## config.mk

```make
export PLATFORM = sky130hd
export DESIGN_NAME = noc_rr_arbiter
export DESIGN_NICKNAME = d
export VERILOG_FILES = /design/src/rtl/noc_arb_pkg.sv /design/src/rtl/noc_rr_arbiter_rr_pick.sv /design/src/rtl/noc_rr_arbiter.sv
export SDC_FILE = /design/constraint.sdc
export NUM_CORES = 1
export LEC_CHECK = 0
export ABC_AREA = 1
export CORE_UTILIZATION = 45
export CTS_CLUSTER_SIZE = 25
export DETAILED_ROUTE_END_ITERATION = 7
export MAX_ROUTING_LAYER = met4
export PLACE_DENSITY = 0.8
export SYNTH_ARGS = -nofsm -noshare
export SYNTH_HDL_FRONTEND = slang
export SYNTH_SLANG_ARGS = --single-unit
```

## constraint.sdc

```tcl
create_clock -name clk -period 2.6 [get_ports clk]
set_input_delay 0.52 -clock clk [delete_from_list [all_inputs] [get_ports clk]]
set_output_delay 0.52 -clock clk [all_outputs]
set_load 0.02 [all_outputs]
```

## src/rtl/noc_arb_pkg.sv

```systemverilog
// Shared types and helpers for the NoC output-port arbiter and future allocators.
package noc_arb_pkg;

  localparam int MAX_PORTS = 16;
  localparam int MAX_IDX_W = 4;

  typedef logic [MAX_PORTS-1:0] port_vec_t;
  typedef logic [MAX_IDX_W-1:0] port_idx_t;

  // Arbiter state value meaning "no port selected".
  localparam port_vec_t IDLE = '0;

  // One-hot winner of a round-robin search over the first n bits of req,
  // beginning at index start and wrapping; all-zero when nothing requests.
  function automatic port_vec_t rr_first(port_vec_t req, port_idx_t start, int n);
    port_vec_t win;
    logic      found;
    int        idx;
    win   = '0;
    found = 1'b0;
    idx   = 0;
    for (int d = 0; d < MAX_PORTS; d++) begin
      if (d < n) begin
        idx = (int'(start) + d) % n;
        if (!found && req[idx[MAX_IDX_W-1:0]]) begin
          win[idx[MAX_IDX_W-1:0]] = 1'b1;
          found = 1'b1;
        end else begin
          found = found;
        end
      end else begin
        found = found;
      end
    end
    return win;
  endfunction

  // Index of the set bit of a one-hot vector (0 for an all-zero vector).
  function automatic port_idx_t onehot2idx(port_vec_t oh);
    port_idx_t idx;
    idx = '0;
    for (int i = 0; i < MAX_PORTS; i++) begin
      idx = idx | (oh[i] ? port_idx_t'(i) : port_idx_t'(0));
    end
    return idx;
  endfunction

endpackage

```

## src/rtl/noc_rr_arbiter_rr_pick.sv

```systemverilog
// Combinational round-robin picker: rotate the request vector so that the
// start index lands at bit 0, take the lowest set bit, rotate the winner back.
module rr_pick #(
  parameter int NUM_PORTS = 5,
  parameter int IDX_W     = $clog2(NUM_PORTS)
) (
  input  logic [NUM_PORTS-1:0] req,
  input  logic [IDX_W-1:0]     start,
  output logic [NUM_PORTS-1:0] winner
);

  logic [2*NUM_PORTS-1:0] dbl_s;
  logic [2*NUM_PORTS-1:0] unrot_s;
  logic [NUM_PORTS-1:0]   rot_s;
  logic [NUM_PORTS-1:0]   rot_win_s;
  logic                   found_s;

  // Rotate, priority-encode from bit 0 upward, then undo the rotation.
  always_comb begin
    dbl_s     = {req, req} >> start;
    rot_s     = dbl_s[NUM_PORTS-1:0];
    rot_win_s = '0;
    found_s   = 1'b0;
    for (int i = 0; i < NUM_PORTS; i++) begin
      if (rot_s[i] && !found_s) begin
        rot_win_s[i] = 1'b1;
        found_s      = 1'b1;
      end else begin
        rot_win_s[i] = 1'b0;
      end
    end
    unrot_s = {rot_win_s, rot_win_s} << start;
    winner  = unrot_s[2*NUM_PORTS-1:NUM_PORTS];
  end

endmodule

```

## src/rtl/noc_rr_arbiter.sv

```systemverilog
// Round-robin output-port arbiter: selects one requesting input port for the
// crossbar, runs the RTS/DCTS handshake downstream and optionally limits how
// many back-to-back transfers one port may take while others wait.
module noc_rr_arbiter
  import noc_arb_pkg::*;
#(
  parameter int NUM_PORTS = 5,
  parameter int MAX_BURST = 0,
  parameter int CNT_W     = $clog2(MAX_BURST + 2)
) (
  input  logic                 clk,
  input  logic                 rst,
  input  logic [NUM_PORTS-1:0] req,
  input  logic                 dcts,
  output logic [NUM_PORTS-1:0] grant,
  output logic [NUM_PORTS-1:0] xbar_sel,
  output logic                 rts
);

  localparam int                   IDX_W    = $clog2(NUM_PORTS);
  localparam logic [IDX_W-1:0]     LAST_IDX = IDX_W'(NUM_PORTS - 1);
  localparam logic [NUM_PORTS-1:0] IDLE_S   = NUM_PORTS'(IDLE);
  localparam logic [CNT_W-1:0]     MAX_C    = CNT_W'(MAX_BURST);

  logic [NUM_PORTS-1:0] state_r;
  logic [NUM_PORTS-1:0] state_nxt_s;
  logic                 rts_r;
  logic                 rts_nxt_s;
  logic [IDX_W-1:0]     last_ptr_r;
  logic [IDX_W-1:0]     last_ptr_nxt_s;
  logic [CNT_W-1:0]     burst_cnt_r;
  logic [CNT_W-1:0]     burst_cnt_nxt_s;

  port_vec_t            state_ext_s;
  logic [IDX_W-1:0]     cur_idx_s;
  logic [IDX_W-1:0]     base_s;
  logic [IDX_W-1:0]     start_s;
  logic [NUM_PORTS-1:0] pick_s;
  logic [NUM_PORTS-1:0] arb_s;
  logic                 idle_s;
  logic                 expired_s;
  logic                 stay_s;
  logic                 stall_s;
  logic                 transfer_s;

  assign xbar_sel = state_r;
  assign rts      = rts_r;
  assign grant    = state_r & {NUM_PORTS{rts_r & dcts}};

  // Decode the current port and the round-robin search start point.
  always_comb begin
    state_ext_s                = '0;
    state_ext_s[NUM_PORTS-1:0] = state_r;
    cur_idx_s                  = IDX_W'(onehot2idx(state_ext_s));
    idle_s                     = (state_r == IDLE_S);
    if (idle_s) begin
      base_s = last_ptr_r;
    end else begin
      base_s = cur_idx_s;
    end
    if (base_s == LAST_IDX) begin
      start_s = '0;
    end else begin
      start_s = base_s + IDX_W'(1);
    end
  end

  rr_pick #(
    .NUM_PORTS (NUM_PORTS),
    .IDX_W     (IDX_W)
  ) u_rr_pick (
    .req    (req),
    .start  (start_s),
    .winner (pick_s)
  );

  // Arbitration, handshake and burst bookkeeping for the next cycle.
  always_comb begin
    // The counter saturates at MAX_C, so equality is the ">= limit" test.
    expired_s  = (MAX_BURST != 0) && (burst_cnt_r == MAX_C);
    stay_s     = !idle_s && ((req & state_r) != IDLE_S) && !expired_s;
    stall_s    = rts_r & ~dcts;
    transfer_s = rts_r & dcts & !idle_s;

    if (stay_s) begin
      arb_s = state_r;
    end else begin
      arb_s = pick_s;
    end

    // A raised RTS is never withdrawn: hold the selection until DCTS.
    if (stall_s) begin
      state_nxt_s = state_r;
    end else begin
      state_nxt_s = arb_s;
    end

    // One RTS pulse per transfer, with a gap of at least one cycle.
    if (idle_s) begin
      rts_nxt_s = 1'b0;
    end else if (rts_r && dcts) begin
      rts_nxt_s = 1'b0;
    end else begin
      rts_nxt_s = 1'b1;
    end

    if (transfer_s) begin
      last_ptr_nxt_s = cur_idx_s;
    end else begin
      last_ptr_nxt_s = last_ptr_r;
    end

    // An expired port that is the only requester keeps the grant but
    // starts a fresh burst.
    if (stall_s) begin
      burst_cnt_nxt_s = burst_cnt_r;
    end else if (state_nxt_s != state_r) begin
      burst_cnt_nxt_s = '0;
    end else if (expired_s) begin
      burst_cnt_nxt_s = '0;
    end else if (transfer_s && (burst_cnt_r != MAX_C)) begin
      burst_cnt_nxt_s = burst_cnt_r + CNT_W'(1);
    end else begin
      burst_cnt_nxt_s = burst_cnt_r;
    end
  end

  // Arbiter state registers with asynchronous reset to IDLE.
  always_ff @(posedge clk or negedge rst) begin
    if (!rst) begin
      state_r     <= IDLE_S;
      rts_r       <= 1'b0;
      last_ptr_r  <= LAST_IDX;
      burst_cnt_r <= '0;
    end else begin
      state_r     <= state_nxt_s;
      rts_r       <= rts_nxt_s;
      last_ptr_r  <= last_ptr_nxt_s;
      burst_cnt_r <= burst_cnt_nxt_s;
    end
  end

endmodule
```

== Yosys cells after proc, flatten, opt, wreduce, memory -nomap -nowiden ==
Cells that the tools add are included.

* Bits in registers: 9
* Bits in latches: 0
* Bits in writable memories: 0
* Bits in read-only memories: 0
* Output and inout port bits: 11
* Memories: 0

* Add/sub/neg operators: 1
* Multiply operators: 0
* Divide/modulo/power cells: 0
* Magnitude comparators: 0
* Equality and inequality tests: 1
* Shift-type cells: 2
* Multiplexer cells: 16
* Bitwise logic cells: 11
* Reduce and logical (&&, ||, !) cells: 14

{| class="wikitable"
|+ Operators by type and width
! kind !! number
|-
| $mux W1 || 11
|-
| $and A5 B5 Y5 || 2
|-
| $shl A10 B3 Y10 || 1
|-
| $shr A10 B3 Y5 || 1
|-
| $mux W3 || 3
|-
| $logic_and A1 B1 Y1 || 6
|-
| $logic_not A1 Y1 || 5
|-
| $logic_not A5 Y1 || 1
|-
| $reduce_bool A5 Y1 || 1
|-
| $mux W2 || 2
|-
| $add A3 B1 Y3 const B || 1
|-
| $and A1 B1 Y1 || 3
|-
| $eq A3 B3 Y1 const B || 1
|-
| $not A1 Y1 || 3
|-
| $or A2 B3 Y3 || 1
|-
| $or A1 B2 Y2 || 1
|-
| $or A2 B2 Y2 || 1
|-
| $reduce_and A2 Y1 || 1
|}

== Longest topological paths before layout ==
* Depth after elaboration: 22
* Gate-level depth with buffers: 21

== Cells and area by module ==
From an unflattened synthesis, not the netlist that was laid out.

* Cells, all modules: 195
* Area total of the unflattened synthesis: 1154.9 um^2

{| class="wikitable"
|+ By module, submodules not included
! module !! times used !! cells each !! area each (um^2) !! sequential area each (um^2)
|-
| noc_rr_arbiter || 1 || 81 || 588.1 || 226.5
|-
| rr_pick || 1 || 114 || 566.8 || 0.0
|}

== Worst setup path after synthesis ==
OpenSTA, ideal clock, no wires.

* Kind: register to register
* From: reg state_r[3], in the netlist xbar_sel[3]
* To: reg state_r[4], in the netlist xbar_sel[4]
* Setup time: 0.066 ns
* Arrival: 2.360 ns
* Required time: 2.534 ns
* Setup slack: 0.174 ns
* Cell stages (with the launch flop): 17
* Period minus slack after synthesis: 2.426 ns
* Cells stage by stage: dfrtp_1 -> clkinv_1 -> nand2_2 -> a31oi_4 -> ha_1 -> inv_1 -> buf_2 -> nand3_1 -> nand3_1 -> nand2_1 -> nor2_2 -> nand4_1 -> nand3_1 -> nand3_1 -> nand2_1 -> nand2_1 -> nand2_1

* Cells in the longest elaborated chain, start to end: 21

{| class="wikitable"
|+ RTL lines
! element !! line !! text
|-
| start: declaration || noc_rr_arbiter.sv:25 || <nowiki>logic [NUM_PORTS-1:0] state_r;</nowiki>
|-
| start signal: assignment || noc_rr_arbiter.sv:136 || <nowiki>state_r <= state_nxt_s;</nowiki>
|-
| $mux W2 || noc_arb_pkg.sv:43 || <nowiki>idx = idx | (oh[i] ? port_idx_t'(i) : port_idx_t'(0));</nowiki>
|-
| $or A2 B2 Y2 || noc_arb_pkg.sv:43 ||
|-
| $or A2 B3 Y3 || noc_arb_pkg.sv:43 ||
|-
| $mux W3 || noc_rr_arbiter.sv:56 || <nowiki>if (idle_s) begin</nowiki>
|-
| $add A3 B1 Y3 / $eq A3 B3 Y1 (equally long branches) || noc_rr_arbiter.sv:64, noc_rr_arbiter.sv:61 ||
|-
| $mux W3 || noc_rr_arbiter.sv:61 || <nowiki>if (base_s == LAST_IDX) begin</nowiki>
|-
| $shr A10 B3 Y5 || noc_rr_arbiter_rr_pick.sv:20 || <nowiki>dbl_s = {req, req} >> start;</nowiki>
|-
| $mux W1 || noc_rr_arbiter_rr_pick.sv:25 || <nowiki>if (rot_s[i] && !found_s) begin</nowiki>
|-
| (+5 left out) || -- ||
|-
| $mux W1 || noc_rr_arbiter_rr_pick.sv:25 ||
|-
| $logic_not A1 Y1 || noc_rr_arbiter_rr_pick.sv:25 ||
|-
| $logic_and A1 B1 Y1 || noc_rr_arbiter_rr_pick.sv:25 ||
|-
| $mux W1 || noc_rr_arbiter_rr_pick.sv:25 ||
|-
| $logic_not A1 Y1 || noc_rr_arbiter_rr_pick.sv:25 ||
|-
| $logic_and A1 B1 Y1 || noc_rr_arbiter_rr_pick.sv:25 ||
|-
| $mux W1 || noc_rr_arbiter_rr_pick.sv:25 ||
|-
| $shl A10 B3 Y10 || noc_rr_arbiter_rr_pick.sv:32 || <nowiki>unrot_s = {rot_win_s, rot_win_s} << start;</nowiki>
|}

Parallel ways exist; a longest one is shown, timed or not.
A chain may end at the register's enable or synchronous reset.

== Final worst setup path ==
* From: in dcts
* To: out grant[0]

* Cells in the longest elaborated chain, start to end: 2

{| class="wikitable"
|+ RTL lines
! element !! line !! text
|-
| start: declaration || noc_rr_arbiter.sv:14 || <nowiki>input logic dcts,</nowiki>
|-
| $and A1 B1 Y1 || noc_rr_arbiter.sv:48 || <nowiki>assign grant = state_r & {NUM_PORTS{rts_r & dcts}};</nowiki>
|-
| $and A5 B5 Y5 || noc_rr_arbiter.sv:48 ||
|-
| end: declaration || noc_rr_arbiter.sv:15 || <nowiki>output logic [NUM_PORTS-1:0] grant,</nowiki>
|}

No other way between the ends.

==> impl_metrics.toml <==
[layout]
finalNetCount = 222
drive_above_1_share_pct = 25.1
final_util_pct = 64.6
syn2layout_area_growth_pct = 33.9
n_antenna_cell = 0
instances_no_fill = 239

[synth]
synth_edf_count = 0
syn-num-nets = 193
synth_flop_cell = "dfrtp_1"
seq_area_frac_synth_pct = 20.8
async_reset_ff_share_pct = 100
yosys.area_share.simple_pct = 56.7
yosys_warnings = 0
synth-compound-area-share_pct = 8.29
synthMuxAreaShare_pct = 0
ys_ff_latch = 9
syn_area_per_cell_sq_um = 5.94
syn_inst = 183
syn-cell-area_sq_um = 1090
synth_xor_area_share_pct = 0
synth_top_family_by_area = "simple AND/OR/NAND/NOR gates"
synthAdderAreaFrac_pct = 2.30
yosys.cell_types.count = 25

[placement]
post-place-cells = 229
post-dp-hpwl_um = 2240
place.gp.congestion = 0.860
portBuffers = 18

[clock_tree]
root_buffer = "clkbuf_4"
clock_latency_ns = 0.27
htree_levels = 1
ctsHoldBuffers = 0
clock_sinks = 9
clockBufferDepth = 2
cts_buffers = 3
tritoncts = "done"
clk_pin_slew_ns = 0.06

[critical_path]
critPathMaxFanout = 9
critPathKind = "primary input to output pin"
worst_setup_path_end_kind = "output pin"
cp.arrival_ns = 1.99
required_ns = 2.08
setup.worst_path.start_class = "primary input"

[routing]
routed_via_density = 5.36
drtPass1Iterations = 4
wire_per_inst_um = 12.8
postRouteAntennaNets = 0
drt-initial-drc-count = 41
remaining_drc_errors = 0
routed_wl_um = 3050
via_count = 1282

[floorplan]
die_width_um = 51.2
die_area_sq_um = 2620
pin_count = 19
core_sq_um = 2250
start_util_pct = 48.2
rows = 17
die_height_um = 51.2

[sta]
holdWs_ns = 0.500
maxSlewHeadroom_pct = 72.0
fin_tns_setup_ns = 0
report.final.slew_viol_count = 0
final-hold-violation-count = 0
max_freq_ghz = 0.399
setup_viol = 0
timing.final.crit_share_pct = 96.4
period_minus_slack_ns = 2.51
worst_pin_slew_ns = 0.419
skew_ns = 0.00378

[grt]
grt_overflow = 0
grt_start_max_net_pins = 14
grtUsageTotal_pct = 25.5
grt_antenna_before_repair = 0
grt_pass1_vias = 1196
grt_pass1_wl_um = 4910

[run_status]
status = "complete, no violations"

[worst_hold_path]
min_path_type = "register to register"

[job]
maxCapViolCount = 0
[cells in the mapped netlist (2+ instances only)]
cell type,instances,area [sq um]
a21oi_1,2,10.0
buf_2,4,20.0
clkinv_1,2,7.51
dfrtp_1,8,200
ha_1,2,25.0
inv_1,19,71.3
inv_2,3,11.3
nand2_1,56,210
nand2_2,8,50.1
nand2_4,3,33.8
nand3_1,43,215
nand3_2,3,30.0
nand4_1,3,18.8
nor2_1,9,33.8
nor2_2,3,18.8
o21ai_0,4,20.0
o21ai_1,2,10.0
o22ai_1,2,12.5
[worst max-delay path: stages]
cell,delay (ns)
clkdlybuf4s50_1,0.49
nand2_1,0.19
nor2_1,0.16
clkdlybuf4s50_1,0.62
[metrics by stage]
step,instance area [sq um],worst slack (ns)
floorplan,1090,0.174
global placement,1310,0.148
detailed placement,1310,0.0782
CTS,1340,0.0411
global route,1460,-0.0393
finish,1460,0.0945
[cells by family after synthesis]
| kind of cell | Yosys count |
|---|---|
| AO/OA/AOI/OAI | 13 |
| adder cells (fa/ha/maj) | 2 |
| buffers and inverters | 30 |
| flip-flops | 9 |
| AND/OR/NAND/NOR | 129 |
[layout by cell type (no fill, tap or decap), types with 3 or more instances in the layout]
master	n
inv_1	18
buf_4	10
nand3_1	40
nand2_2	11
nor2_2	4
clkdlybuf4s50_1	18
nor2_1	7
inv_2	3
dfrtp_1	6
clkbuf_4	3
nand2_1	53
o21ai_0	4
nand3_2	6
nand4_1	3
[flip-flops by register name, indices dropped and copies added (netlist names)]
register and flops:
xbar_sel 5, last_ptr_r 3, rts 1
[final cells by class]
class                      instances  area (sq um)
clock buffer                       4          26.3
sequential                         9           229
fill                             204           798
multi-input combinational        144           793
inverter                          24          95.1
tap                               28          35.0
timing repair buffer              30           278
[layer usage]
| metal | GRT usage, % | wire, um | part of all wire (%) |
|---|---|---|---|
| met1 | 29.9 | 1370 | 45 |
| met3 | 2.68 | 139 | 4.6 |
| met5 | - | 0 | 0 |
| met4 | 15.7 | 58 | 1.9 |
| met2 | 41.7 | 1490 | 49 |
[path summary, 6_finish.rpt]
path	start	to	slack (ns)	cells after the start
setup / recovery	dcts	grant[0]	0.09	4
hold / removal	last_ptr_r[1]$_DFFE_PN0P_	last_ptr_r[1]$_DFFE_PN0P_	0.50	2
setup reg to reg	xbar_sel[1]$_DFFE_PN0P_	xbar_sel[3]$_DFFE_PN0P_	0.15	17
hold reg to reg	last_ptr_r[1]$_DFFE_PN0P_	last_ptr_r[1]$_DFFE_PN0P_	0.50	2
max in group asynchronous	rst	last_ptr_r[2]$_DFFE_PN1P_	1.73	1
min in group asynchronous	rst	rts$_DFF_PN0_	0.55	1
[timing repair]
| action | CTS | global route |
|---|---|---|
| endpoints found under the setup margin | 0 | 5 |
| gates resized for setup | 0 | 22 |
| buffers inserted | 0 | 6 |
Power is not shown: default switching activity piles up to over one toggle a cycle in this logic, so the estimate is an artifact.
